### config.mk
export PLATFORM = sky130hd
export DESIGN_NAME = bn_channel_sequencer
export DESIGN_NICKNAME = d
export VERILOG_FILES = /design/src/rtl/bn_channel_sequencer.sv
export SDC_FILE = /design/constraint.sdc
export NUM_CORES = 1
export LEC_CHECK = 0
export ABC_AREA = 0
export CAP_MARGIN = 20
export CELL_PAD_IN_SITES_DETAIL_PLACEMENT = 1
export CELL_PAD_IN_SITES_GLOBAL_PLACEMENT = 2
export CORE_ASPECT_RATIO = 1.4
export CORE_UTILIZATION = 45
export CTS_BUF_LIST = sky130_fd_sc_hd__clkbuf_16
export CTS_CLUSTER_DIAMETER = 150
export DETAILED_ROUTE_END_ITERATION = 7
export PLACE_DENSITY_LB_ADDON = 0.1
export RECOVER_POWER = 25
export SLEW_MARGIN = 5
export SYNTH_ARGS = -nofsm -noshare
export SYNTH_HDL_FRONTEND = slang
export SYNTH_SLANG_ARGS = --single-unit
### constraint.sdc
create_clock -name clk -period 7.24 [get_ports clk]
set_clock_uncertainty 0.05 [all_clocks]
set_input_delay 0.724 -clock clk [delete_from_list [all_inputs] [get_ports clk]]
set_output_delay 0.724 -clock clk [all_outputs]
set_load 0.005 [all_outputs]
### src/rtl/bn_channel_sequencer.sv
// Channel-major sequencer for the INT8 batch-norm datapath: per-channel parameter
// table, input acceptance, per-stage operand alignment and result tagging.
module bn_channel_sequencer #(
    parameter int MAX_CH = 16,
    parameter int CH_W   = 4,
    parameter int ELEM_W = 16
) (
    input  logic              clk,
    input  logic              rst_n,
    input  logic              cfg_we,
    input  logic [1:0]        cfg_sel,
    input  logic [CH_W-1:0]   cfg_addr,
    input  logic signed [7:0] cfg_wdata,
    input  logic              start,
    input  logic [CH_W:0]     num_channels,
    input  logic [ELEM_W-1:0] elems_per_ch,
    input  logic              in_valid,
    output logic              in_ready,
    input  logic signed [7:0] in_data,
    output logic              bn_en,
    output logic signed [7:0] bn_data,
    output logic signed [7:0] bn_mean,
    output logic signed [7:0] bn_var,
    output logic signed [7:0] bn_gamma,
    output logic signed [7:0] bn_beta,
    input  logic signed [7:0] bn_out,
    output logic              out_valid,
    output logic signed [7:0] out_data,
    output logic              out_last,
    output logic [CH_W-1:0]   out_ch,
    output logic              busy,
    output logic              done
);

    // state | meaning
    // IDLE  | table writable, waiting for start
    // RUN   | accepting elements, issuing elements or bubbles every cycle
    // DRAIN | pipeline flush, bn_en held high for 3 cycles
    // DONE  | one-cycle done pulse, tag pipeline cleared
    typedef enum logic [1:0] {IDLE, RUN, DRAIN, DONE} state_t;

    localparam int SEL_MEAN  = 0;
    localparam int SEL_VAR   = 1;
    localparam int SEL_GAMMA = 2;
    localparam int SEL_BETA  = 3;

    state_t state, state_nxt;

    logic signed [7:0] tab [4][MAX_CH];
    logic [CH_W:0]     n_ch;
    logic [ELEM_W-1:0] n_elem;
    logic [ELEM_W-1:0] elem_cnt;
    logic [CH_W-1:0]   ch;
    logic [1:0]        drain_cnt;
    logic signed [7:0] gamma_d;
    logic signed [7:0] beta_d1;
    logic signed [7:0] beta_d2;
    logic [3:0]        tag_v;
    logic [3:0]        tag_l;
    logic [CH_W-1:0]   tag_ch [4];

    logic accept;
    logic elem_tc;
    logic ch_tc;
    logic last_accept;
    logic zero_run;

    assign accept      = in_valid && (state == RUN);
    assign elem_tc     = (elem_cnt == n_elem - ELEM_W'(1));
    assign ch_tc       = ({1'b0, ch} == n_ch - (CH_W+1)'(1));
    assign last_accept = accept && elem_tc && ch_tc;
    assign zero_run    = (num_channels == '0) || (elems_per_ch == '0);

    always_ff @(posedge clk or negedge rst_n) begin
        if (!rst_n) begin
            state <= IDLE;
        end else begin
            state <= state_nxt;
        end
    end

    always_comb begin
        state_nxt = state;
        in_ready  = 1'b0;
        bn_en     = 1'b0;
        case (state)
            IDLE: begin
                if (start) begin
                    state_nxt = zero_run ? DONE : RUN;
                end
            end
            RUN: begin
                in_ready = 1'b1;
                bn_en    = 1'b1;
                if (last_accept) begin
                    state_nxt = DRAIN;
                end
            end
            DRAIN: begin
                bn_en = 1'b1;
                if (drain_cnt == 2'd0) begin
                    state_nxt = DONE;
                end
            end
            DONE: begin
                state_nxt = IDLE;
            end
            default: begin
                state_nxt = IDLE;
            end
        endcase
    end

    always_ff @(posedge clk or negedge rst_n) begin
        if (!rst_n) begin
            for (int i = 0; i < 4; i++) begin
                for (int j = 0; j < MAX_CH; j++) begin
                    tab[i][j] <= '0;
                end
            end
        end else if (state == IDLE && cfg_we) begin
            tab[cfg_sel][cfg_addr] <= cfg_wdata;
        end
    end

    // The final accept leaves ch on the last channel so no out-of-range index is formed.
    always_ff @(posedge clk or negedge rst_n) begin
        if (!rst_n) begin
            n_ch      <= '0;
            n_elem    <= '0;
            elem_cnt  <= '0;
            ch        <= '0;
            drain_cnt <= '0;
        end else begin
            if (state == IDLE && start) begin
                n_ch     <= num_channels;
                n_elem   <= elems_per_ch;
                elem_cnt <= '0;
                ch       <= '0;
            end else if (accept) begin
                if (elem_tc) begin
                    elem_cnt <= '0;
                    if (!ch_tc) begin
                        ch <= ch + CH_W'(1);
                    end
                end else begin
                    elem_cnt <= elem_cnt + ELEM_W'(1);
                end
            end
            if (last_accept) begin
                drain_cnt <= 2'd2;
            end else if (state == DRAIN && drain_cnt != 2'd0) begin
                drain_cnt <= drain_cnt - 2'd1;
            end
        end
    end

    always_ff @(posedge clk or negedge rst_n) begin
        if (!rst_n) begin
            gamma_d <= '0;
            beta_d1 <= '0;
            beta_d2 <= '0;
        end else begin
            gamma_d <= tab[SEL_GAMMA][ch];
            beta_d1 <= tab[SEL_BETA][ch];
            beta_d2 <= beta_d1;
        end
    end

    always_ff @(posedge clk or negedge rst_n) begin
        if (!rst_n) begin
            tag_v <= '0;
            tag_l <= '0;
            for (int i = 0; i < 4; i++) begin
                tag_ch[i] <= '0;
            end
        end else if (state == DONE) begin
            tag_v <= '0;
            tag_l <= '0;
            for (int i = 0; i < 4; i++) begin
                tag_ch[i] <= '0;
            end
        end else if (bn_en) begin
            tag_v     <= {tag_v[2:0], accept};
            tag_l     <= {tag_l[2:0], last_accept};
            tag_ch[0] <= accept ? ch : '0;
            for (int i = 1; i < 4; i++) begin
                tag_ch[i] <= tag_ch[i-1];
            end
        end
    end

    assign bn_data   = accept ? in_data : '0;
    assign bn_mean   = tab[SEL_MEAN][ch];
    assign bn_var    = tab[SEL_VAR][ch];
    assign bn_gamma  = gamma_d;
    assign bn_beta   = beta_d2;
    assign out_valid = tag_v[3];
    assign out_last  = tag_l[3];
    assign out_ch    = tag_ch[3];
    assign out_data  = bn_out;
    assign busy      = (state != IDLE);
    assign done      = (state == DONE);

endmodule

==> key figures <==
Routing
  – Final ANT Viol Nets: 0
  – DR vias: around 16000
  – Final WL: roughly 68000 µm
  – WL/cell: about 25 µm
  – Pre-antenna DRT Iters: 6
  – Vias per cell: about 5.8
  – First DRT Iteration DRCs: roughly 640
  – # DRC: 0

Placement
  – DP HPWL: between 40000 and 50000 µm
  – Setup WS pre-CTS: around 2.9 ns
  – Post-DP Area: 29130 µm²
  – Placed Cells: about 2600
  – GP Congestion: around 0.76
  – Buffers on Ports: between 90 and 100

Floorplan
  – Io pins: between 100 and 150
  – Die Area: 61990 µm²
  – Num rows: 106
  – Die X: between 200 and 250 µm
  – Starting Density: 0.4578
  – Die H: between 200 and 300 µm
  – Core area: about 60000 µm²

STA
  – Final Critical Period: between 4 and 5 ns
  – Worst-margin pin slew: about 1.1 ns
  – Slew HR: 0.2902
  – Hold WS: ~0.072 ns
  – RSZ-0062 raised after global routing: no
  – Endpoints failing setup: 0
  – Final Hold Vio Count: 0
  – Setup_tns: 0 ns
  – Worst setup slack after layout: around 2.8 ns
  – Period utilisation layout: 0.6180
  – Count of pins over their slew limit: 0
  – Fmax: 223.5 MHz

Synth
  – Asr flop ratio synth: 1.000
  – Synth area leaders: dfrtp_1 (55%), mux2_2 (22%), mux4_2 (13%), clkbuf_1 (1.3%), nand2_1 (1.1%)
  – Seq/Total Area, Yosys: 0.5517
  – Syn Std Cell Area: around 27000 µm²
  – Number of warning messages in the yosys log: 0
  – Mapped Nets: 1867
  – Synthesized instance count: ~1800
  – #FFs+latches synth: roughly 610
  – Post-synth top flop: dfrtp_1
  – Area leader, netlist: dfrtp_1
  – Number of synthesized flops with an enable pin: 0
  – Syn Area/Cell: 15.24 µm²
  – Distinct cell type count after synthesis: approximately 60
  – Synth top area share: 0.5517

Clocking
  – Max clock buf depth: 3
  – Num CTS Buffers: 60
  – TritonCTS clock tree: done
  – # H-tree levels: 2
  – Root Buffer: clkbuf_16
  – Worst-Skew Late Latency: approximately 0.62 ns
  – Clk sink count: around 610
  – CTS clk-pin slew, worst paths: 0.06 ns
  – Setup Fix Bufs, Post-CTS: 0
  – Post-CTS Hold Fix Bufs: 0
  – CTS resizes: 0

Critical path
  – Worst R2R End: elem_cnt[8]$_DFFE_PN0P_
  – WP data arrival: between 3 and 4 ns
  – Worst reg2reg setup slack: slightly below 3 ns
  – Crit-path max FO: 28
  – CP endpoint kind: output pin
  – R2R cell count: 10
  – Worst EP required: around 6.5 ns
  – CP Class: flip-flop to output pin
  – Buf+Inv Stages, Crit Path: 2
  – Critical Path Stages: 4
  – Family with the most delay on the worst path: multiplexers
  – Critical path, cell by cell: buf_4 -> mux4_2 -> mux4_2 -> clkdlybuf4s50_1
  – Setup crit start: ch[0]$_DFFE_PN0P_
  – Crit-path slowest cell: dfrtp_4
  – Critical Path Sink: bn_mean[1]
  – Most used cell along the critical path: mux4_2
  – Worst setup SP type: flip-flop
  – CP peak stage delay: about 0.84 ns
  – FF-to-FF Start: n_elem[0]$_DFFE_PN0P_

Power
  – Psw: ~2.2 mW
  – Internal cell power: between 6 and 7 mW
  – Leakage power: around 14 nW
  – Sw Share: 0.2626
  – Gate power share: 0.168
  – Peak supply drop: about 0.00019 V
  – Total power: approximately 8.5 mW
  – Register share of total power: 0.491
  – P per Cell Area: around 270 nW/µm²
  – Clock power frac: 0.340

Cells and area
  – Fin area: about 31000 µm²
  – Nets: 1926
  – Non-Filler Instances: 2711
  – Layout cells sized above 1: 0.4341
  – Final core occ: 0.5172
  – Most frequent cells in the layout: dfrtp_1 (602), mux2_2 (527), mux4_2 (160)
  – Synth-to-layout area growth: 12.99%
  – Commonest non-fill, non-tap cell in the layout: dfrtp_1

Worst hold path
  – Worst Hold Class: primary input to async pin

Global route
  – Total Routing Usage GR: 0.2316
  – Number of global-route vias before repair: about 18000
  – Initial antenna violation count: 8
  – GRT overflow: 0
  – First-pass GRT wire length: approximately 110000 µm
  – Largest net degree at the start of global routing: approximately 170

Run
  – Max_cap viols: 0

Outcome
  – Status: finished clean
-- sequential cells by signal (all words and copies together), names as in the netlist --
name,cells
tab,512
elem_cnt,16
n_elem,16
tag_ch,12
beta_d1,8
bn_beta,8
bn_gamma,8
n_ch,5
ch,4
out_ch,4
tag_l,4
tag_v,4
drain_cnt,2
state,2
-- power groups by stage --
stage,Clock (mW),Sequential (mW),Combinational (mW)
after floorplan,0,4.11,1.04
after global placement,0,4.19,1.40
after detailed placement,0,4.23,1.44
after CTS,2.99,4.17,1.45
after global routing,3.10,4.24,1.59
final,2.89,4.17,1.43
-- per-layer routing --
metal  GRT usage  vias to the layer above  wire length (µm)
met5           0                        -                42
met4     0.07123                        8              1914
met3     0.03714                      112              2314
met2      0.4117                      244             36220
met1      0.2884                     8506             27880
li1            -                     6758                 -
-- logic make-up after synthesis --
logic type                 Yosys count  share of synthesized area
adders and majority gates           10                   0.004560
muxes                              689                     0.3483
DFF                                605                     0.5517
buffers and inverters              157                    0.02380
and+or+nand+nor                    240                    0.04327
xor gates and xnor gates            35                    0.01117
AOI/OAI and AO/OA                   65                    0.01719
-- layout make-up --
type | count | area [µm²]
inverter | 19 | 71.32
clock buffer | 61 | 1526
timing repair buffer | 135 | 1344
clock inverter | 39 | 245.2
tap | 810 | 1013
multi-input combinational | 1039 | 11650
antenna | 3 | 7.507
fill | 5719 | 28940
sequential | 605 | 15150
-- synthesized netlist by cell type, types with 2 or more instances --
cell type,instances
or3_1,4
nand2b_1,9
nand3b_1,6
xnor2_1,17
or4_1,4
nand4_1,11
buf_1,26
a21o_1,2
and4_1,3
a22o_1,18
a31oi_1,3
mux4_2,160
nor4_1,5
o31ai_1,3
and2_1,3
nor2_1,54
or2_2,5
nor4b_1,2
o21ai_0,16
mux2_2,527
inv_1,18
and3_1,10
a21oi_1,8
ha_1,10
clkbuf_1,94
buf_2,3
buf_4,14
o2111ai_1,2
xor2_1,18
nand3_1,14
nand2_1,83
nor3_1,16
dfrtp_1,605
mux2i_1,2
nor2b_1,2
-- worst min-delay path by stage --
stage | start | endpoint | slack (ns)
floorplan | beta_d1[0]$_DFF_PN0_ | bn_beta[0]$_DFF_PN0_ | 0.28
global placement | beta_d1[7]$_DFF_PN0_ | bn_beta[7]$_DFF_PN0_ | 0.28
detailed placement | beta_d1[1]$_DFF_PN0_ | bn_beta[1]$_DFF_PN0_ | 0.29
CTS | rst_n | n_elem[10]$_DFFE_PN0P_ | 0.15
global route | rst_n | n_elem[10]$_DFFE_PN0P_ | 0.16
finish | rst_n | n_elem[10]$_DFFE_PN0P_ | 0.07
(Power assumes the default switching activity.)
